===== src/rtl/fft8_pkg.sv =====
// fft8_pkg
//   Constants and helpers shared by the 8-point FFT blocks (input loader and
//   the stage1/stage2/stage3 butterfly blocks).
//   DATA_W : sample width, one IEEE-754 single-precision real value
//   N      : FFT length
//   LOG2N  : index width for a sample position within a frame
//   bitrev3: 3-bit bit reversal used to reorder a natural-order frame
package fft8_pkg;

  localparam int DATA_W = 32;
  localparam int N      = 8;
  localparam int LOG2N  = 3;

  function automatic logic [LOG2N-1:0] bitrev3(input logic [LOG2N-1:0] idx);
    return {idx[0], idx[1], idx[2]};
  endfunction

endpackage


===== src/rtl/fft8_input_loader.sv =====
// fft8_input_loader
//   Collects natural-order samples s0..s7 into one of two ping-pong banks and
//   presents a completed frame in bit-reversed order to FFT stage 1.
//   Ports:
//     clk, rst              : clock, synchronous active-high reset
//     in_valid/in_ready     : sample handshake; in_ready comes from flops only
//     in_data, in_last      : sample, and end-of-frame marker on s7
//     out_valid/out_ready   : frame handshake toward stage 1
//     br0..br7              : frame in bit-reversed order (s0,s4,s2,s6,s1,s5,s3,s7)
//     err                   : one-cycle pulse when in_last disagrees with s7
module fft8_input_loader
  import fft8_pkg::N;
  import fft8_pkg::LOG2N;
  import fft8_pkg::bitrev3;
#(
  parameter int DATA_W = fft8_pkg::DATA_W
) (
  input  logic              clk,
  input  logic              rst,
  input  logic              in_valid,
  output logic              in_ready,
  input  logic [DATA_W-1:0] in_data,
  input  logic              in_last,
  output logic              out_valid,
  input  logic              out_ready,
  output logic [DATA_W-1:0] br0,
  output logic [DATA_W-1:0] br1,
  output logic [DATA_W-1:0] br2,
  output logic [DATA_W-1:0] br3,
  output logic [DATA_W-1:0] br4,
  output logic [DATA_W-1:0] br5,
  output logic [DATA_W-1:0] br6,
  output logic [DATA_W-1:0] br7,
  output logic              err
);

  localparam logic [LOG2N-1:0] LAST_PTR = LOG2N'(N - 1);

  logic [DATA_W-1:0] bank_q [2][N];
  logic [DATA_W-1:0] bank_d [2][N];
  logic              wr_bank_q, wr_bank_d;
  logic              rd_bank_q, rd_bank_d;
  logic [LOG2N-1:0]  wr_ptr_q,  wr_ptr_d;
  logic [1:0]        full_q,    full_d;
  logic              err_q,     err_d;

  logic accept;
  logic pop;

  assign in_ready  = ~full_q[wr_bank_q];
  assign out_valid = full_q[rd_bank_q];
  assign err       = err_q;

  assign accept = in_valid & in_ready;
  assign pop    = out_valid & out_ready;

  always_comb begin
    bank_d    = bank_q;
    wr_bank_d = wr_bank_q;
    rd_bank_d = rd_bank_q;
    wr_ptr_d  = wr_ptr_q;
    full_d    = full_q;
    err_d     = 1'b0;

    if (accept) begin
      bank_d[wr_bank_q][wr_ptr_q] = in_data;
      if (wr_ptr_q == LAST_PTR) begin
        // Eighth sample always closes the frame; a missing in_last is only flagged.
        full_d[wr_bank_q] = 1'b1;
        wr_bank_d         = ~wr_bank_q;
        wr_ptr_d          = '0;
        err_d             = ~in_last;
      end else if (in_last) begin
        // Early in_last: drop the partial frame, reuse the same bank.
        wr_ptr_d = '0;
        err_d    = 1'b1;
      end else begin
        wr_ptr_d = wr_ptr_q + 1'b1;
      end
    end

    // A pop always targets the other bank from a completing write (the write
    // bank is not full, the read bank is), so both updates can coexist.
    if (pop) begin
      full_d[rd_bank_q] = 1'b0;
      rd_bank_d         = ~rd_bank_q;
    end
  end

  always_ff @(posedge clk) begin
    if (rst) begin
      for (int b = 0; b < 2; b++) begin
        for (int i = 0; i < N; i++) begin
          bank_q[b][i] <= '0;
        end
      end
      wr_bank_q <= 1'b0;
      rd_bank_q <= 1'b0;
      wr_ptr_q  <= '0;
      full_q    <= '0;
      err_q     <= 1'b0;
    end else begin
      bank_q    <= bank_d;
      wr_bank_q <= wr_bank_d;
      rd_bank_q <= rd_bank_d;
      wr_ptr_q  <= wr_ptr_d;
      full_q    <= full_d;
      err_q     <= err_d;
    end
  end

  assign br0 = bank_q[rd_bank_q][bitrev3(3'd0)];
  assign br1 = bank_q[rd_bank_q][bitrev3(3'd1)];
  assign br2 = bank_q[rd_bank_q][bitrev3(3'd2)];
  assign br3 = bank_q[rd_bank_q][bitrev3(3'd3)];
  assign br4 = bank_q[rd_bank_q][bitrev3(3'd4)];
  assign br5 = bank_q[rd_bank_q][bitrev3(3'd5)];
  assign br6 = bank_q[rd_bank_q][bitrev3(3'd6)];
  assign br7 = bank_q[rd_bank_q][bitrev3(3'd7)];

endmodule


===== config.mk =====
export PLATFORM = sky130hd
export DESIGN_NAME = fft8_input_loader
export DESIGN_NICKNAME = d
export VERILOG_FILES = /design/src/rtl/fft8_pkg.sv /design/src/rtl/fft8_input_loader.sv
export SDC_FILE = /design/constraint.sdc
export NUM_CORES = 1
export LEC_CHECK = 0
export CORE_ASPECT_RATIO = 1.4
export CORE_MARGIN = 4
export CORE_UTILIZATION = 60
export DETAILED_ROUTE_END_ITERATION = 16
export MAX_ROUTING_LAYER = met4
export PLACE_DENSITY = 0.82
export SYNTH_ARGS = -nofsm -noshare
export SYNTH_HDL_FRONTEND = slang
export SYNTH_SLANG_ARGS = --single-unit

===== constraint.sdc =====
create_clock -name clk -period 3.14 [get_ports clk]
set_input_delay 0.471 -clock clk [delete_from_list [all_inputs] [get_ports clk]]
set_output_delay 0.471 -clock clk [all_outputs]
set_load 0.01 [all_outputs]

# Word-level counts from Yosys, hierarchy flattened
# Cells that the tools add are included.
[totals]
reg_bits = 520
out_inout_bits = 259
[op_classes]
n_reduce_logical = 6
order_cmp = 9
muxes = 23
n_bitwise = 13
eq_ne = 1
add_sub_neg = 1
[op_table]
columns = ["operator", "count"]
rows = [
  ["$mux 256", 4],
  ["$bwmux 512", 1],
  ["$demux 256 s1", 1],
  ["$demux 32 s3", 1],
  ["$mux 32", 1],
  ["$mux 1", 8],
  ["$mux 2", 3],
  ["$mux 3", 2],
  ["$not 1->1", 5],
  ["$ge 2x2->1 const B", 2],
  ["$ge 4x4->1 const B", 1],
  ["$logic_and 1x1->1", 4],
  ["$lt 1x2->1 const B", 2],
  ["$lt 4x1->1 const B", 1],
  ["$not 1->2", 2],
  ["$not 3->4", 1],
  ["$add 3x1->3 const B", 1],
  ["$eq 3x3->1 const B", 1],
  ["$and 1x1->1", 2],
  ["$and 2x2->2", 1],
  ["$demux 1 s1", 2],
  ["$ge 1x1->1 const B", 2],
  ["$lt 2x1->1 const B", 1],
  ["$not 2->2", 1],
  ["3 further kinds", 3],
]

# Depth between registers and ports, before layout
[logic_depth]
depth_word = 9
mapped_depth = 7
ltp_nobuf = 5

# Least setup slack after synthesis
# Ideal clock, no wire load.
[synth_path]
path_kind = "reg-to-output"
startpoint = "reg rd_bank_q"
endpoint = "out br0[0]"
arrival_time_ps = 1344
path_buffers = 3
slack_ps = 1325
required_time_ps = 2669
path_stages_with_launch = 5
cell_sequence = "dfxtp_1 clkbuf_1 clkbuf_1 buf_2 mux2_2"
[synth_between]
elab_chain_len = 4
[synth_lines]
columns = ["element", "line", "rtl"]
rows = [
  ["start, declared", "fft8_input_loader.sv:42", "logic rd_bank_q, rd_bank_d;"],
  ["start signal, assigned", "fft8_input_loader.sv:105", "rd_bank_q <= rd_bank_d;"],
  ["$not 1->2 (not written as such)", "fft8_input_loader.sv:112", "assign br0 = bank_q[rd_bank_q][bitrev3(3'd0)];"],
  ["$mux 256 (3 in series)", "--", ""],
  ["end, declared", "fft8_input_loader.sv:26", "output logic [DATA_W-1:0] br0,"],
]
# Every way passes these cells. The select of a mux whose other input is x is not followed.

# Final worst setup path
[layout_path]
startpoint = "reg rd_bank_q"
endpoint = "out br1[24]"
[layout_between]
elab_chain_len = 4
[layout_lines]
columns = ["element", "line", "rtl"]
rows = [
  ["$not 1->2 (not written as such)", "fft8_input_loader.sv:113", "assign br1 = bank_q[rd_bank_q][bitrev3(3'd1)];"],
  ["$mux 256 (3 in series)", "--", ""],
  ["end, declared", "fft8_input_loader.sv:27", "output logic [DATA_W-1:0] br1,"],
]
# Every way passes these cells. The select of a mux whose other input is x is not followed.

==> reports/qor.csv <==
stage,metric,value,unit
routing,dr.pass1.iters,5,
routing,wl,57.6,mm
clock_network,cts_resized,0,
worst_setup_path,criticalPathCategory,flip-flop to output port,
yosys,ys_types,33,
yosys,yosys-top-cells-area,"dfxtp_1 45%, mux2i_1 22%, nand2b_1 15%, mux2_2 12%, clkbuf_1 1.9%",
worst_hold_path,hold_path.class,flip-flop to flip-flop,
grt,grt-ovfl-total,0,
yosys,netlist_top_cells_count,"547 x nand2b_1, 520 x dfxtp_1, 516 x mux2i_1, 257 x mux2_2, 115 x clkbuf_1",
cells_and_area,area_growth,20.8,%
cells_and_area,num_antenna_cells,0,
power_and_ir_drop,power_density,484,nW/um^2
routing,vias,15462,
floorplan,core_area,38400,um^2
clock_network,cts_buffers,48,
floorplan,die_h,241,um
timing,holdWs,470,ps
timing,fin_tns_setup,0,ps
power_and_ir_drop,ir_drop,0.427,mV
placed_design,place.gp.congestion,0.799,
worst_setup_path,endpoint_kind,output port,
outcome,outcome,finished clean,
routing,drc,0,
yosys,ys_warn_count,0,
yosys,synth.cell_area,23200,um^2
yosys,yosysMostFrequentCell,nand2b_1,
placed_design,numPortBuffers,295,
timing,fin_crit_sh,91.2,%
floorplan,die-area,41900,um^2
yosys,synthAdderAreaFrac,0.108,%
routing,m1WireLength,24.1,mm
floorplan,fp-row-count,85,
routing,avgViaCountPerCell,5.45,
clock_network,tritoncts,built,
yosys,synth_top_family_by_area,multiplexers,
yosys,synthMuxAreaShare,34.7,%
yosys,synth-edff-count,0,
clock_network,cts.path.max_buffers,3,
cells_and_area,final_nets,2316,
grt,antenna_found_initial,0,
routing,wl_met2,28.7,mm
timing,setup_viol,0,
worst_setup_path,startpoint_type,flip-flop,
worst_setup_path,cp.required,2670,ps
worst_setup_path,crit_arrival,2390,ps
timing,rsz0062_at_grt,no,
clock_network,cts_root_buffer,clkbuf_16,
routing,post_drt_wl_per_cell,20.3,um
floorplan,ios,296,
routing,antenna_left,0,
run,cap_violations,0,
yosys,syn_nets,2135,
cells_and_area,post-route-util,73.0,%
yosys,yosys.area.top_type,dfxtp_1,
worst_setup_path,crit_fanout,73,
yosys,synthFlopType,dfxtp_1,
yosys,avgSynthCellArea,11.1,um^2
clock_network,htree_levels,2,
yosys,synth_top_area_share,44.9,%
floorplan,die_w,174,um
placed_design,dpl.hpwl,37.4,mm
timing,fin_crit,2860,ps
grt,track_usage,27.4,%
routing,wl_met3,2.35,mm
timing,hold_viol,0,
cells_and_area,fillerInstances,2766,
clock_network,clock_sinks,520,
timing,drv_slew,0,
clock_network,clk_pin_slew,60,ps
timing,worst_slew_pin_slew,1010,ps
timing,slew_headroom,32.6,%
power_and_ir_drop,p_leak,13.3,nW
timing,fmax,0.349,GHz
timing,fin_skew,32.9,ps
clock_network,cts_setup_buffers,0,
clock_network,clk_latency,570,ps
yosys,async_reset_ff_share,0,%
cells_and_area,drive_gt1_share,17.6,%
yosys,synthXorXnorAreaFrac,0.0377,%
routing,highest_layer,met4,
yosys,synth-compound-area-share,0.135,%
grt,grt_pass1_vias,16358,
yosys,ys_ff_latch,520,
routing,dr.first_iter.drc_count,842,
grt,grt_max_degree,198,
clock_network,hold_buffers,0,
yosys,synth-simple-area-share,15.8,%
yosys,ys_seq_area_share,44.9,%
yosys,synth_cells,2096,
grt,grt_pass1_wl,90.4,mm
floorplan,initial_core_util,60.4,%
## critical path, stage by stage (launching register included)
cell             delay (ps)
dfxtp_4                 490
buf_12                  380
mux2_2                  400
clkdlybuf4s50_1         490
## layout by cell type, fill, tap and decap left out, types with 10 or more instances in the layout
cell	synthesis	routed
nand2b_1	547	547
dfxtp_1	520	519
mux2i_1	516	516
clkdlybuf4s50_1	0	294
mux2_2	257	257
clkbuf_16	0	50
buf_4	4	36
clkbuf_8	0	12
nand2_2	2	11
buf_12	1	11
clkinv_2	0	10
## final timing paths
kind               startpoint          end  slack [ps]  cells past startpoint
hold reg to reg   bank_q[459]  bank_q[459]         470                      2
hold / removal    bank_q[459]  bank_q[459]         470                      2
setup / recovery    rd_bank_q      br1[24]         280                      3
setup reg to reg  wr_ptr_q[1]  bank_q[163]         910                      4
## area by class of cell
type | instances | area [um^2] | share of cell area, %
Clock buffer | 71 | 1450 | 5.17
Tap cell | 522 | 653 | 2.33
Timing Repair Buffer | 342 | 3450 | 12.3
Clock inverter | 18 | 255 | 0.910
Sequential cell | 520 | 10400 | 37.1
Multi-Input combinational cell | 1364 | 11800 | 42.1
Inverter | 1 | 3.75 | 0.0134
## routing by layer
| metal | global-route usage (%) | up-vias |
|---|---|---|
| met5 | - | - |
| met4 | 11.1 | 0 |
| met3 | 4.04 | 118 |
| met2 | 46.5 | 381 |
| met1 | 33.0 | 7598 |
| li1 | - | 7365 |
## cell families (layout without fill, tap and decap cells)
group | count (synthesis) | after routing
AOI/OAI and AO/OA | 6 | 6
and+or+nand+nor | 582 | 582
DFF | 520 | 520
buffers and inverters | 212 | 432
adders and majority gates | 2 | 2
muxes | 773 | 773
xor gates and xnor gates | 1 | 1
## through the flow
stage	instance area (um^2)	setup WS, ps	total power [mW]	std cells
final	28000	276	13.6	2838
after floorplan	23200	1330	7.24	2096
after CTS	28000	240	13.7	2838
after detailed placement	26300	592	7.49	2749
after global placement	26300	589	7.48	2749
after global routing	28000	210	14.0	2838
## flip-flops by register name, summed over array words and instances (netlist names)
signal	count
wr_bank_q	1
full_q	2
wr_ptr_q	3
err	1
bank_q	512
rd_bank_q	1
## power by group
part / switching (mW) / total (mW) / internal [mW]
registers: 0.0265 / 6.67 / 6.64
clock network: 2.53 / 6.23 / 3.70
logic: 0.342 / 0.677 / 0.334
total: 2.90 / 13.6 / 10.7
Note: power is estimated with default switching activity, not from simulation.
==> variant, RTL diff (same settings) <==
`N`: 8 -> 9.
--- a/src/rtl/fft8_pkg.sv
+++ b/src/rtl/fft8_pkg.sv
@@ -10,3 +10,3 @@
   localparam int DATA_W = 32;
-  localparam int N      = 8;
+  localparam int N      = 9;
   localparam int LOG2N  = 3;
Check against the original RTL: not settled (the Yosys comparison gave no result); the edit may change what the design does.
==> variant against the original RTL <==
Sequential cell count stayed put; core utilization increased by 1.4 points; wire length increased by 14%; via count grew 25%; synthesized area down 7.2%; final area shrank 6.7%; worst setup slack lost 0.20 ns; non-clock buffer count is 24 higher; total power down 1.4%; critical path type unchanged; critical endpoint is now br2[28]; highest routed layer unchanged.
==> variant: results (changes against the original RTL) <==
stage;metric;value;unit;change
outcome;status;completed;;unchanged
synth;synth_fp_nets;2695;;was 2135
synth;avgSynthCellArea;8.11;um^2;was 11.1 um^2
critical_path;ff2ff_setup_slack;0.73;ns;was 0.91 ns
power_and_ir_drop;p_sw;3110;uW;was 2900 uW
cells_and_area;seq_share;0.398;;was 0.371
sta;timing.final.ws_setup;0.0729;ns;was 0.276 ns
cells_and_area;layout.nets;2848;;was 2316
cells_and_area;drive_gt1_frac;0.150;;was 0.176
hold_path;worstHoldPathType;input port to flip-flop;;was flip-flop to flip-flop
critical_path;rr_endpoint;bank_q[459];;was bank_q[163]
sta;hold_slack;0.411;ns;was 0.470 ns
placement;placed_cells;3216;;was 2749
placement;placed_cell_area;24600;um^2;was 26300 um^2
sta;slew-limit-headroom;0.375;;was 0.326
critical_path;crit_end;br2[28];;was br1[24]
hold_path;worstHoldStart;rst;;was bank_q[459]
cells_and_area;comb.multi_input.count;1870;;was 1364
cells_and_area;fillCellCount;2534;;was 2766
critical_path;crit_arrival;2.60;ns;was 2.39 ns
cells_and_area;bufAreaShareNonClock;0.141;;was 0.123
synth;synth_common_cells;1030 x nand2_1, 520 x dfxtp_1, 517 x a21oi_1;;was 547 x nand2b_1, 520 x dfxtp_1, 516 x mux2i_1
power_and_ir_drop;design_power_total;13400;uW;was 13600 uW
power_and_ir_drop;max-vdd-ir-drop;0.493;mV;was 0.427 mV
power_and_ir_drop;power_leakage;0.00897;uW;was 0.0133 uW
## variant: changes by cell type after synthesis, sizes merged, moves of 4 or more
cell and change:
and3 +4, a21oi +514, clkbuf +43, nand3 +11, buf +8, nand2b -545, nor3 +10, mux2i -516
nand2 +1016
## variant: timing repair
action,4_1_cts,5_1_grt
setup buffers,0,0
hold endpoints to repair,0,0
hold buffers,0,0
resized for setup,0,2
setup endpoints to repair,0,1
## variant: metal layers
layer | share of wire | up-vias | global-route usage
met5 | 0 | - | -
met4 | 0.066 | 0 | 0.190
met3 | 0.080 | 249 | 0.0465
met2 | 0.49 | 1004 | 0.552
met1 | 0.36 | 9110 | 0.378
li1 | - | 8968 | -
## variant: worst max-delay path, cell delays in order (launching register included)
cell             delay, ns
dfxtp_4               0.76
buf_4                 0.35
mux2_2                0.39
clkdlybuf4s50_1       0.50
